===== config.mk =====
export PLATFORM = sky130hd
export DESIGN_NAME = instr_fetch
export DESIGN_NICKNAME = d
export VERILOG_FILES = /design/src/rtl/instr_fetch_pkg.sv /design/src/rtl/instr_decode.sv /design/src/rtl/instr_fetch.sv
export SDC_FILE = /design/constraint.sdc
export NUM_CORES = 1
export LEC_CHECK = 0
export BUFFER_PORTS_ARGS = -buffer_cell sky130_fd_sc_hd__clkbuf_2
export CAP_MARGIN = 20
export CORE_MARGIN = 3
export CORE_UTILIZATION = 41
export CTS_CLUSTER_DIAMETER = 40
export CTS_CLUSTER_SIZE = 24
export DETAILED_ROUTE_END_ITERATION = 7
export HOLD_SLACK_MARGIN = 0.02
export PLACE_DENSITY = 0.86
export SLEW_MARGIN = 20
export SYNTH_ARGS = -nofsm -noshare
export SYNTH_HDL_FRONTEND = slang
export SYNTH_SLANG_ARGS = --single-unit

===== constraint.sdc =====
create_clock -name clk -period 4.4 [get_ports clk]
set_input_delay 0.88 -clock clk [delete_from_list [all_inputs] [get_ports clk]]
set_output_delay 0.88 -clock clk [all_outputs]
set_load 0.02 [all_outputs]

===== src/rtl/instr_fetch_pkg.sv =====
// Shared types and instruction-field constants for the fetch/decode sequencer.
//   fetch_state_e : sequencer states
//   OP_* / FN_JR  : opcode and funct encodings recognised by the decoder
//   *_W           : instruction field widths
package instr_fetch_pkg;

  typedef enum logic [1:0] {
    S_IDLE = 2'd0,
    S_REQ  = 2'd1,
    S_DEC  = 2'd2,
    S_ERR  = 2'd3
  } fetch_state_e;

  localparam int unsigned OPC_W  = 6;
  localparam int unsigned REG_AW = 5;
  localparam int unsigned IMM_W  = 16;

  localparam logic [OPC_W-1:0] OP_RTYPE = 6'b000000;
  localparam logic [OPC_W-1:0] OP_J     = 6'b000010;
  localparam logic [OPC_W-1:0] OP_BEQ   = 6'b000100;
  localparam logic [OPC_W-1:0] OP_BNE   = 6'b000101;
  localparam logic [OPC_W-1:0] FN_JR    = 6'b001000;

endpackage


===== src/rtl/instr_decode.sv =====
// Combinational field decode of the instruction register.
//   instr          : instruction word
//   jmp_c/jreg_c/breq_c/brne_c : raw control-flow selects (not state-gated)
//   addr_c         : jump target field
//   sign_ext_imm_c : sign-extended 16-bit immediate
//   rs_addr_c      : rs register read address
module instr_decode
  import instr_fetch_pkg::*;
#(
  parameter int unsigned BITS = 32
) (
  input  logic [BITS-1:0]   instr,
  output logic              jmp_c,
  output logic              jreg_c,
  output logic              breq_c,
  output logic              brne_c,
  output logic [BITS-7:0]   addr_c,
  output logic [BITS-1:0]   sign_ext_imm_c,
  output logic [REG_AW-1:0] rs_addr_c
);

  logic [OPC_W-1:0] opcode;
  logic [OPC_W-1:0] funct;

  assign opcode = instr[BITS-1 -: OPC_W];
  assign funct  = instr[OPC_W-1:0];

  // Opcodes are distinct, so at most one select can be high.
  assign jmp_c  = (opcode == OP_J);
  assign breq_c = (opcode == OP_BEQ);
  assign brne_c = (opcode == OP_BNE);
  assign jreg_c = (opcode == OP_RTYPE) && (funct == FN_JR);

  assign addr_c         = instr[BITS-7:0];
  assign sign_ext_imm_c = {{(BITS-IMM_W){instr[IMM_W-1]}}, instr[IMM_W-1:0]};
  assign rs_addr_c      = instr[25:21];

endmodule


===== src/rtl/instr_fetch.sv =====
// Instruction fetch and branch-decode sequencer driving the program counter.
//   clk, rst          : clock, async active-high reset
//   run               : fetch enable, sampled in IDLE and DEC
//   pc_addr           : current instruction address
//   mem_req/mem_addr  : instruction memory read request / address
//   mem_ack/mem_rdata : read data valid / instruction word
//   instr             : instruction register
//   rs_addr, addr, sign_ext_imm : fields decoded from instr in every state
//   load_instr        : PC update strobe (DEC)
//   jmp/jreg/breq/brne: control-flow selects (DEC only)
//   fetch_err         : sticky memory-timeout flag
module instr_fetch
  import instr_fetch_pkg::*;
#(
  parameter int unsigned BITS    = 32,
  parameter int unsigned TIMEOUT = 15
) (
  input  logic              clk,
  input  logic              rst,
  input  logic              run,
  input  logic [BITS-1:0]   pc_addr,
  output logic              mem_req,
  output logic [BITS-1:0]   mem_addr,
  input  logic              mem_ack,
  input  logic [BITS-1:0]   mem_rdata,
  output logic [BITS-1:0]   instr,
  output logic [REG_AW-1:0] rs_addr,
  output logic              load_instr,
  output logic              jmp,
  output logic              jreg,
  output logic              breq,
  output logic              brne,
  output logic [BITS-7:0]   addr,
  output logic [BITS-1:0]   sign_ext_imm,
  output logic              fetch_err
);

  localparam int unsigned CNT_W = $clog2(TIMEOUT + 1);

  fetch_state_e     state;
  fetch_state_e     state_nxt;
  logic [CNT_W-1:0] wait_cnt;
  logic             timeout_c;
  logic             accept_c;
  logic             jmp_c, jreg_c, breq_c, brne_c;

  // Last permitted wait cycle; an ack in this same cycle still wins.
  assign timeout_c = (wait_cnt == CNT_W'(TIMEOUT - 1));
  assign accept_c  = (state == S_REQ) && mem_ack;

  instr_decode #(.BITS(BITS)) u_decode (
    .instr          (instr),
    .jmp_c          (jmp_c),
    .jreg_c         (jreg_c),
    .breq_c         (breq_c),
    .brne_c         (brne_c),
    .addr_c         (addr),
    .sign_ext_imm_c (sign_ext_imm),
    .rs_addr_c      (rs_addr)
  );

  // State register
  always_ff @(posedge clk or posedge rst) begin
    if (rst) state <= S_IDLE;
    else     state <= state_nxt;
  end

  // Next-state logic
  always_comb begin
    state_nxt = state;
    case (state)
      S_IDLE: if (run) state_nxt = S_REQ;
      S_REQ: begin
        if (mem_ack)        state_nxt = S_DEC;
        else if (timeout_c) state_nxt = S_ERR;
      end
      S_DEC:   state_nxt = run ? S_REQ : S_IDLE;
      S_ERR:   state_nxt = S_ERR;
      default: state_nxt = S_IDLE;
    endcase
  end

  // State-decoded outputs; async reset forces IDLE so mem_req drops at once.
  always_comb begin
    mem_req    = 1'b0;
    mem_addr   = '0;
    load_instr = 1'b0;
    jmp        = 1'b0;
    jreg       = 1'b0;
    breq       = 1'b0;
    brne       = 1'b0;
    case (state)
      S_REQ: begin
        mem_req  = 1'b1;
        mem_addr = pc_addr;
      end
      S_DEC: begin
        load_instr = 1'b1;
        jmp        = jmp_c;
        jreg       = jreg_c;
        breq       = breq_c;
        brne       = brne_c;
      end
      default: ;
    endcase
  end

  // Wait counter: counts unacknowledged REQ cycles, zero everywhere else.
  always_ff @(posedge clk or posedge rst) begin
    if (rst)                           wait_cnt <= '0;
    else if (state == S_REQ && !mem_ack) wait_cnt <= wait_cnt + CNT_W'(1);
    else                               wait_cnt <= '0;
  end

  // Instruction register
  always_ff @(posedge clk or posedge rst) begin
    if (rst)           instr <= '0;
    else if (accept_c) instr <= mem_rdata;
  end

  // Sticky timeout flag
  always_ff @(posedge clk or posedge rst) begin
    if (rst)                                          fetch_err <= 1'b0;
    else if (state == S_REQ && !mem_ack && timeout_c) fetch_err <= 1'b1;
  end

endmodule


==> impl_metrics.ini, run 1 <==
[power]
vdd_drop_max_uv = 598
power_leakage_nw = 1.68
power.density_nw_per_um2 = 867

[sta]
whs_ns = 0.503
fin_worst_skew_ns = 0.0111
hold_viol_final = 0
tightestPinTransition_ns = 0.864
rsz0062_at_grt = false
slew_violations = 0
fmaxAchievable_ghz = 0.361
post-route-min-period_ns = 2.77
period_share_pct = 63.0
relSlewSlack_pct = 42.1
setup_slack_ns = 1.63
fin_setup_tns_ns = 0
setup_viol = 0

[final_layout]
area_growth_pct = 28.8
multiInputGateArea_um2 = 781
nets = 415
regArea_um2 = 976
n_fill_cell = 478
layout_common_cells = 201 x clkbuf_2, 39 x dfrtp_1, 32 x and2_1, 29 x mux2_1
drive_gt1_share_pct = 62.7
final_util_pct = 56.2
final_common_cell = clkbuf_2
insertedDiodeCount = 0

[cts]
insertion_delay_ns = 0.29
postCtsHoldBufs = 0
cts_made_buffers = 5
clock_path_buffers = 2
cts_sinks = 39
cts_setup_buffers = 0
htreeDepth = 2
cts_tree = yes
path_clk_slew_ns = 0.08
cts_resized = 0
cts_root_buf = clkbuf_8

[floorplan]
initial_core_util_pct = 43.6
die-area_um2 = 6540
die_y_um = 80.9
pin_count = 202
row_count = 26
die_x_um = 80.9
core_um2 = 5270

[logic_synthesis]
synth-compound-area-share_pct = 0.979
syn_nets = 276
syn-cell-area_um2 = 2300
synthArstFlopShare_pct = 100
synth-xor-area-share_pct = 0.381
ys_types = 30
yosys_warnings = 0
yosysSeqAreaShare_pct = 42.4
syn_inst = 206
syn-mean-instance-area_um2 = 11.2
synth_top_family_by_area = buffers and inverters
synth_seq_cells = 39
synthAdderAreaFrac_pct = 1.09
yosys.area_share.simple_pct = 15.3
ys.flop_type = dfrtp_1
synth_edf_count = 0
synth_mux_area_share_pct = 16.2

[placement]
io_buffers = 201
gp_congestion = 0.746
dp_slack_ns = 1.90
dpl.hpwl_mm = 4.85

[critical_path]
worstSetupEndpointType = output pin
path_class = reg -> out
crit_path_start = state[1]$_DFFE_PP0P_
r2r_cells = 2
r2r-start = state[1]$_DFFE_PP0P_
ff2ff_setup_slack_ns = 2.42
startpoint_type = flip-flop
worst-path-max-fanout = 33
critPathRequiredTime_ns = 3.52
r2r-end = instr[11]$_DFFE_PP0P_
critPathArrivalTime_ns = 1.89

[outcome]
outcome = finished clean

[hold_path]
hp-start = wait_cnt[0]$_DFF_PP0_
hold_path_end = wait_cnt[0]$_DFF_PP0_
hp-class = reg -> reg
min_delay_path_depth = 1

[drt]
vias = 1888
drc_errors = 0
drt_pass1_iterations = 4
vias_per_cell = 4.54
detail-route-antenna-nets = 0
drt_wl_total_mm = 5.84
wire_per_inst_um = 14.0
first_iter_violations = 16

[global_routing]
track_usage_pct = 16.9
grt_max_degree = 40
overflow = 0
grt_pass1_wl_mm = 8.45
grt_pass1_vias = 1765
antenna_found_initial = 0

[run]
maxCapViolations = 0
==> state kept, by name, indices dropped and copies added (netlist names) <==
| name | count |
|---|---|
| fetch_err | 1 |
| instr | 32 |
| state | 2 |
| wait_cnt | 4 |
==> cell type report <==
cell class	instances	share of cell area [%]
repair buffers	202	34.2
inverters	5	0.634
clock buffers	6	2.45
clock inverters	2	0.422
flip-flops and latches	39	33.0
multi-input cells	92	26.4
well taps	70	2.96
==> power breakdown <==
group / internal (mW) / switching, mW
Combinational: 0.552 / 1.07
Clock: 0.111 / 0.122
Sequential: 0.523 / 0.196
==> kinds of logic after synthesis <==
| kind of cell | count (synthesis) |
|---|---|
| XOR/XNOR | 1 |
| multiplexers | 33 |
| AND/OR/NAND/NOR | 53 |
| buffers and inverters | 75 |
| AO/OA/AOI/OAI | 3 |
| flip-flops | 39 |
| adder cells (fa/ha/maj) | 2 |
==> Yosys cell counts (2+ instances only) <==
cell / count / share of area [%]
and2_1: 32 / 8.7
buf_2: 2 / 0.44
buf_4: 63 / 21
buf_6: 3 / 1.5
clkbuf_1: 2 / 0.33
dfrtp_1: 39 / 42
ha_1: 2 / 1.1
inv_1: 5 / 0.82
mux2_1: 29 / 14
mux2_2: 4 / 2.0
nand3_1: 2 / 0.44
nor3_1: 4 / 0.87
nor4_1: 2 / 0.54
==> per-layer routing <==
| metal | wire (um) | global-route usage (%) |
|---|---|---|
| met1 | 1910 | 16.9 |
| met2 | 3270 | 33.7 |
| met3 | 622 | 4.77 |
| met4 | 31 | 4.22 |
| met5 | 0 | 0 |
==> critical path, cell delays in order (launching register included) <==
cell      delay [ns]
dfrtp_1         0.45
nand2b_1        0.24
inv_1           0.50
and2_1          0.24
clkbuf_2        0.17
==> how the worst max path moves through the flow <==
stage          slack, ns  cells past startpoint                    end
6_report            1.63                      4           mem_addr[26]
4_1_cts             1.60                      4           mem_addr[26]
2_1_floorplan       1.85                      2                   breq
5_1_grt             1.40                      4            mem_addr[8]
3_3_place_gp        1.96                      3   instr[0]$_DFFE_PP0P_
3_5_place_dp        1.90                      3  instr[11]$_DFFE_PP0P_
==> stage by stage <==
stage / power (mW) / instance area [um^2] / cells
after floorplan: 2.15 / 2300 / 206
after global placement: 2.33 / 2880 / 408
after detailed placement: 2.37 / 2880 / 408
after CTS: 2.60 / 2960 / 416
after global routing: 2.75 / 2960 / 416
final: 2.57 / 2960 / 416
No activity file was read; power rests on OpenSTA's default activity.
==> run 2, diff against run 1 <==
Settings changed: CORE_UTILIZATION 41 to 38, PLACE_DENSITY 0.86 to 0.81.
Clock period 4.4 ns to 2.8 ns, I/O delays scaled along.
==> run 2 against run 1 <==
  * Setup slack got worse by 1.3 ns
  * Power is 57% higher
  * Cell count grew 0.72%
  * Worst hold slack worse by 0.13 ns
  * Die area rose by 7.3%
  * Register-to-register slack got worse by 1.2 ns
  * Clock-buffer cell count fell by 1
  * Critical path depth stayed put
  * Critical path type unchanged
  * Critical endpoint is now mem_addr[29]
==> impl_metrics.ini, run 2 (synthesis results as in run 1) <==
[global_routing]
grt_max_degree = 34
grt_pass1_wl_mm = 9.22
grt_pass1_vias = 1881
grt_use_met2_pct = 33.8
overflow = 0
antenna_found_initial = 0
grtUsageMet1_pct = 16.0
track_usage_pct = 16.5
grt_use_met3_pct = 3.85
busiest_layer = met2

[critical_path]
path_class = reg -> out
slowest_delay_ns = 0.50
critPathTopFamily = buffers and inverters
critPathRequiredTime_ns = 2.24
worstSetupEndpointType = output pin
critPathArrivalTime_ns = 1.89
startpoint_type = flip-flop
worst-path-max-fanout = 33
path_cells = nand2b_1 -> inv_1 -> and2_1 -> clkbuf_2
crit_slowest_cell = inv_1
path_buf_inv = 2

[cts]
postCtsHoldBufs = 0
cts_root_buf = clkbuf_8
clock_path_buffers = 2
path_clk_slew_ns = 0.08
cts_made_buffers = 5
cts_sinks = 39
cts_tree = yes
cts_setup_buffers = 0
htreeDepth = 2
insertion_delay_ns = 0.28
cts_resized = 0

[power]
switching_share_pct = 53.9
pwr-share-comb_pct = 63.3
p_int_mw = 1.86
seqPwrFrac_pct = 27.8
vdd_drop_max_uv = 839
power_leakage_nw = 1.69
power.share.clock_pct = 8.9
switching_power_mw = 2.18
power.density_nw_per_um2 = 1360

[drt]
vias = 1892
drc_errors = 0
drt_pass1_iterations = 2
detail-route-antenna-nets = 0
vias_per_cell = 4.52
drt_wl_total_mm = 5.89
wire_per_inst_um = 14.0
first_iter_violations = 36

[floorplan]
initial_core_util_pct = 40.5
die-area_um2 = 7020
die_x_um = 83.8
core_um2 = 5680
die_y_um = 83.8
pin_count = 202
row_count = 27

[final_layout]
largest_register_ffs = 32
largest_register = instr
layout_common_cells = 201 x clkbuf_2, 39 x dfrtp_1, 32 x and2_1, 29 x mux2_1
drive_gt1_share_pct = 63.1
final_cell_count_no_fill = 419
n_fill_cell = 507
nets = 416
area_growth_pct = 29.2
insertedDiodeCount = 0
final_common_cell = clkbuf_2
reg_top3 = instr (32), wait_cnt (4), state (2)

[sta]
relSlewSlack_pct = 52.1
fin_setup_tns_ns = 0
whs_ns = 0.368
fmaxAchievable_ghz = 0.408
hold_viol_final = 0
slew_violations = 0
tightestPinTransition_ns = 0.717
rsz0062_at_grt = false
setup_viol = 0
fin_worst_skew_ns = 0.00683
period_share_pct = 87.6
post-route-min-period_ns = 2.45

[placement]
dpl.hpwl_mm = 4.95
dp_cells = 411
io_buffers = 201
gp_congestion = 0.817

[hold_path]
hp-class = in -> async

[run]
maxCapViolations = 0

[outcome]
outcome = finished clean
## run 2: changes by cell type in the layout (fill, tap and decap cells not counted), sizes merged
cell and change:
clkinvlp -1, clkinv +2, clkbuf -1, buf +1
## run 2: layout make-up
class	count	area, um^2	share of cell area (%)
Timing Repair Buffer	203	1020	34.4
Inverter	5	18.8	0.632
Clock inverter	3	15.0	0.505
Sequential cell	39	976	32.9
Multi-Input combinational cell	92	781	26.3
Clock buffer	5	68.8	2.32
Tap cell	72	90.1	3.03
## run 2: worst paths after layout
kind                                       start               endpoint  slack (ns)  depth (start not counted)
max                         state[1]$_DFFE_PP0P_           mem_addr[29]        0.35                          4
min                                          rst  instr[16]$_DFFE_PP0P_        0.37                          2
max reg2reg                 state[1]$_DFFE_PP0P_   instr[2]$_DFFE_PP0P_        1.18                          3
min reg2reg                fetch_err$_DFFE_PP0P_  fetch_err$_DFFE_PP0P_        0.47                          2
max in group asynchronous                    rst  instr[26]$_DFFE_PP0P_        1.69                          3
min in group clk           fetch_err$_DFFE_PP0P_  fetch_err$_DFFE_PP0P_        0.47                          2
## run 2: metal layers
metal,vias to the layer above,routed length (um)
met1,864,1920
met5,-,0
met2,127,3310
met3,4,606
li1,897,-
met4,0,51
## run 2: worst register-to-register path, delay by kind of cell, from the launching register on
kind	cells	cell delay, ns
DFF	1	0.44
muxes	1	0.39
and+or+nand+nor	1	0.35
buffers and inverters	1	0.32
## run 2: power groups by stage
stage | Combinational [mW] | Sequential, mW | Clock (mW)
after floorplan | 2.00 | 1.38 | 0
after CTS | 2.60 | 1.13 | 0.374
after global placement | 2.57 | 1.11 | 0
final | 2.56 | 1.12 | 0.359
after detailed placement | 2.59 | 1.14 | 0
after global routing | 2.71 | 1.19 | 0.402
## run 2: through the flow
stage / cell area [um^2] / util [%] / setup WS [ns] / total power, mW
after floorplan: 2300 / - / 0.572 / 3.37
after global placement: 2890 / 50.9 / 0.684 / 3.68
after detailed placement: 2890 / 50.9 / 0.655 / 3.73
after CTS: 2970 / 52.3 / 0.328 / 4.10
after global routing: 2970 / 52.3 / 0.133 / 4.30
final: 2970 / 52.3 / 0.347 / 4.04
==> run 3, diff against run 2 <==
==> constraint.sdc (replaced) <==
create_clock -name clk -period 2.8 [get_ports clk]
set_input_delay 0.14 -clock clk [delete_from_list [all_inputs] [get_ports clk]]
set_output_delay 0.14 -clock clk [all_outputs]
set_load 0.02 [all_outputs]
==> run 3 against run 2 <==
  * Flip-flop and latch count is the same
  * Largest power group unchanged
  * Worst hold slack got worse by 0.31 ns
  * Fmax grew 23%
  * Clock-buffer cell count rose by 1
  * First-iteration DRC count is 2.8% higher
  * Highest routed layer unchanged
  * Critical path type unchanged
==> impl_metrics.ini, run 3 (synthesis results as in run 1) <==
[drt]
vias = 1911
drc_errors = 0
first_iter_violations = 37
vias_per_cell = 4.56
drt_wl_total_mm = 5.94
drt_pass1_iterations = 5
wire_per_inst_um = 14.2
detail-route-antenna-nets = 0

[critical_path]
path_cells = nand2b_1 -> inv_1 -> and2_1 -> clkbuf_2
startpoint_type = flip-flop
crit_slowest_cell = inv_1
path_class = reg -> out
critPathRequiredTime_ns = 2.66
critPathTopFamily = buffers and inverters
critPathArrivalTime_ns = 1.85
slowest_delay_ns = 0.50
worstSetupEndpointType = output pin
path_buf_inv = 2
worst-path-max-fanout = 33

[cts]
cts_root_buf = clkbuf_8
htreeDepth = 2
cts_made_buffers = 5
path_clk_slew_ns = 0.08
clock_path_buffers = 2
cts_sinks = 39
cts_setup_buffers = 0
insertion_delay_ns = 0.28
cts_tree = yes

[global_routing]
overflow = 0
grt_pass1_wl_mm = 9.45
antenna_found_initial = 0
grt_pass1_vias = 1904
grt_max_degree = 34
track_usage_pct = 16.9

[final_layout]
layout_common_cells = 201 x clkbuf_2, 39 x dfrtp_1, 32 x and2_1, 29 x mux2_1, 6 x clkbuf_8
final_cell_count_no_fill = 419
design_area_um2 = 3010
largest_register_ffs = 32
final_common_cell = clkbuf_2
nets = 416
final_util_pct = 53.0
reg_top3 = instr (32), wait_cnt (4), state (2)
drive_gt1_share_pct = 62.8
area_growth_pct = 30.7
insertedDiodeCount = 0
largest_register = instr

[floorplan]
core_um2 = 5680
row_count = 27
pin_count = 202
die-area_um2 = 7020
initial_core_util_pct = 40.5
die_y_um = 83.8
die_x_um = 83.8

[hold_path]
hp-class = in -> reg

[sta]
hold_viol_final = 0
rsz0062_at_grt = false
setup_viol = 0
period_share_pct = 71.1
setup_slack_ns = 0.810
whs_ns = 0.0598
fin_setup_tns_ns = 0
fin_worst_skew_ns = 0.00749
slew_violations = 0
relSlewSlack_pct = 41.7
post-route-min-period_ns = 1.99
tightestPinTransition_ns = 0.870
fmaxAchievable_ghz = 0.503

[power]
pwr-share-comb_pct = 61.3
power.density_nw_per_um2 = 1380
vdd_drop_max_uv = 789
switching_power_mw = 2.16
power_leakage_nw = 1.70
seqPwrFrac_pct = 27.3
finalPower_mw = 4.14
p_int_mw = 1.98
power.share.clock_pct = 11.5
switching_share_pct = 52.2

[placement]
gp_congestion = 0.792
dp_slack_ns = 0.812
placed_area_um2 = 2880
dp_cells = 410
dpl.hpwl_mm = 4.99
io_buffers = 201

[run]
maxCapViolations = 0

[outcome]
outcome = finished clean
run 3: changes by cell type in the layout (fill, tap and decap cells not counted), sizes merged:
cell and delta:
clkbuf +1, clkinv -2, buf -1, dlygate4sd3 +1, bufinv +1
run 3: area by class of cell:
class	count	area, um^2
fillers	511	2670
inverters	5	18.8
flip-flops and latches	39	976
clock inverters	2	35.0
multi-input cells	92	781
repair buffers	203	1020
well taps	72	90.1
clock buffers	6	82.6
run 3: power by group through the flow:
stage / clock [mW] / sequential (mW) / combinational [mW]
6_report: 0.474 / 1.13 / 2.54
5_1_grt: 0.523 / 1.20 / 2.70
4_1_cts: 0.493 / 1.13 / 2.58
3_5_place_dp: 0 / 1.15 / 2.57
3_3_place_gp: 0 / 1.12 / 2.55
2_1_floorplan: 0 / 1.38 / 2.00
run 3: final timing paths:
path	start	end	slack, ns	depth (start not counted)
worst max-delay path	state[1]$_DFFE_PP0P_	mem_addr[25]	0.81	4
worst min-delay path	mem_rdata[0]	instr[0]$_DFFE_PP0P_	0.06	2
worst max register to register	state[1]$_DFFE_PP0P_	instr[24]$_DFFE_PP0P_	0.86	2
worst min register to register	fetch_err$_DFFE_PP0P_	fetch_err$_DFFE_PP0P_	0.48	2
max in group asynchronous	rst	instr[23]$_DFFE_PP0P_	1.47	4
min in group asynchronous	rst	instr[26]$_DFFE_PP0P_	0.57	3
run 3: timing repair:
| action | CTS | global route |
|---|---|---|
| hold buffers | 1 | 0 |
| resized for setup | 0 | 0 |
| endpoints found under the hold margin | 6 | 0 |
run 3: per-layer routing:
metal | share of wire (%) | track usage [%] | up-vias
met2 | 52 | 31.8 | 140
met4 | 3.7 | 8.04 | 0
met3 | 9.9 | 3.95 | 12
met1 | 34 | 17.4 | 865
met5 | 0 | 0 | -
li1 | - | - | 894
run 3: worst register-to-register path, stage by stage, from the launching register on:
cell	delay (ns)
dfrtp_1	0.43
nand3b_2	0.79
mux2_1	0.60
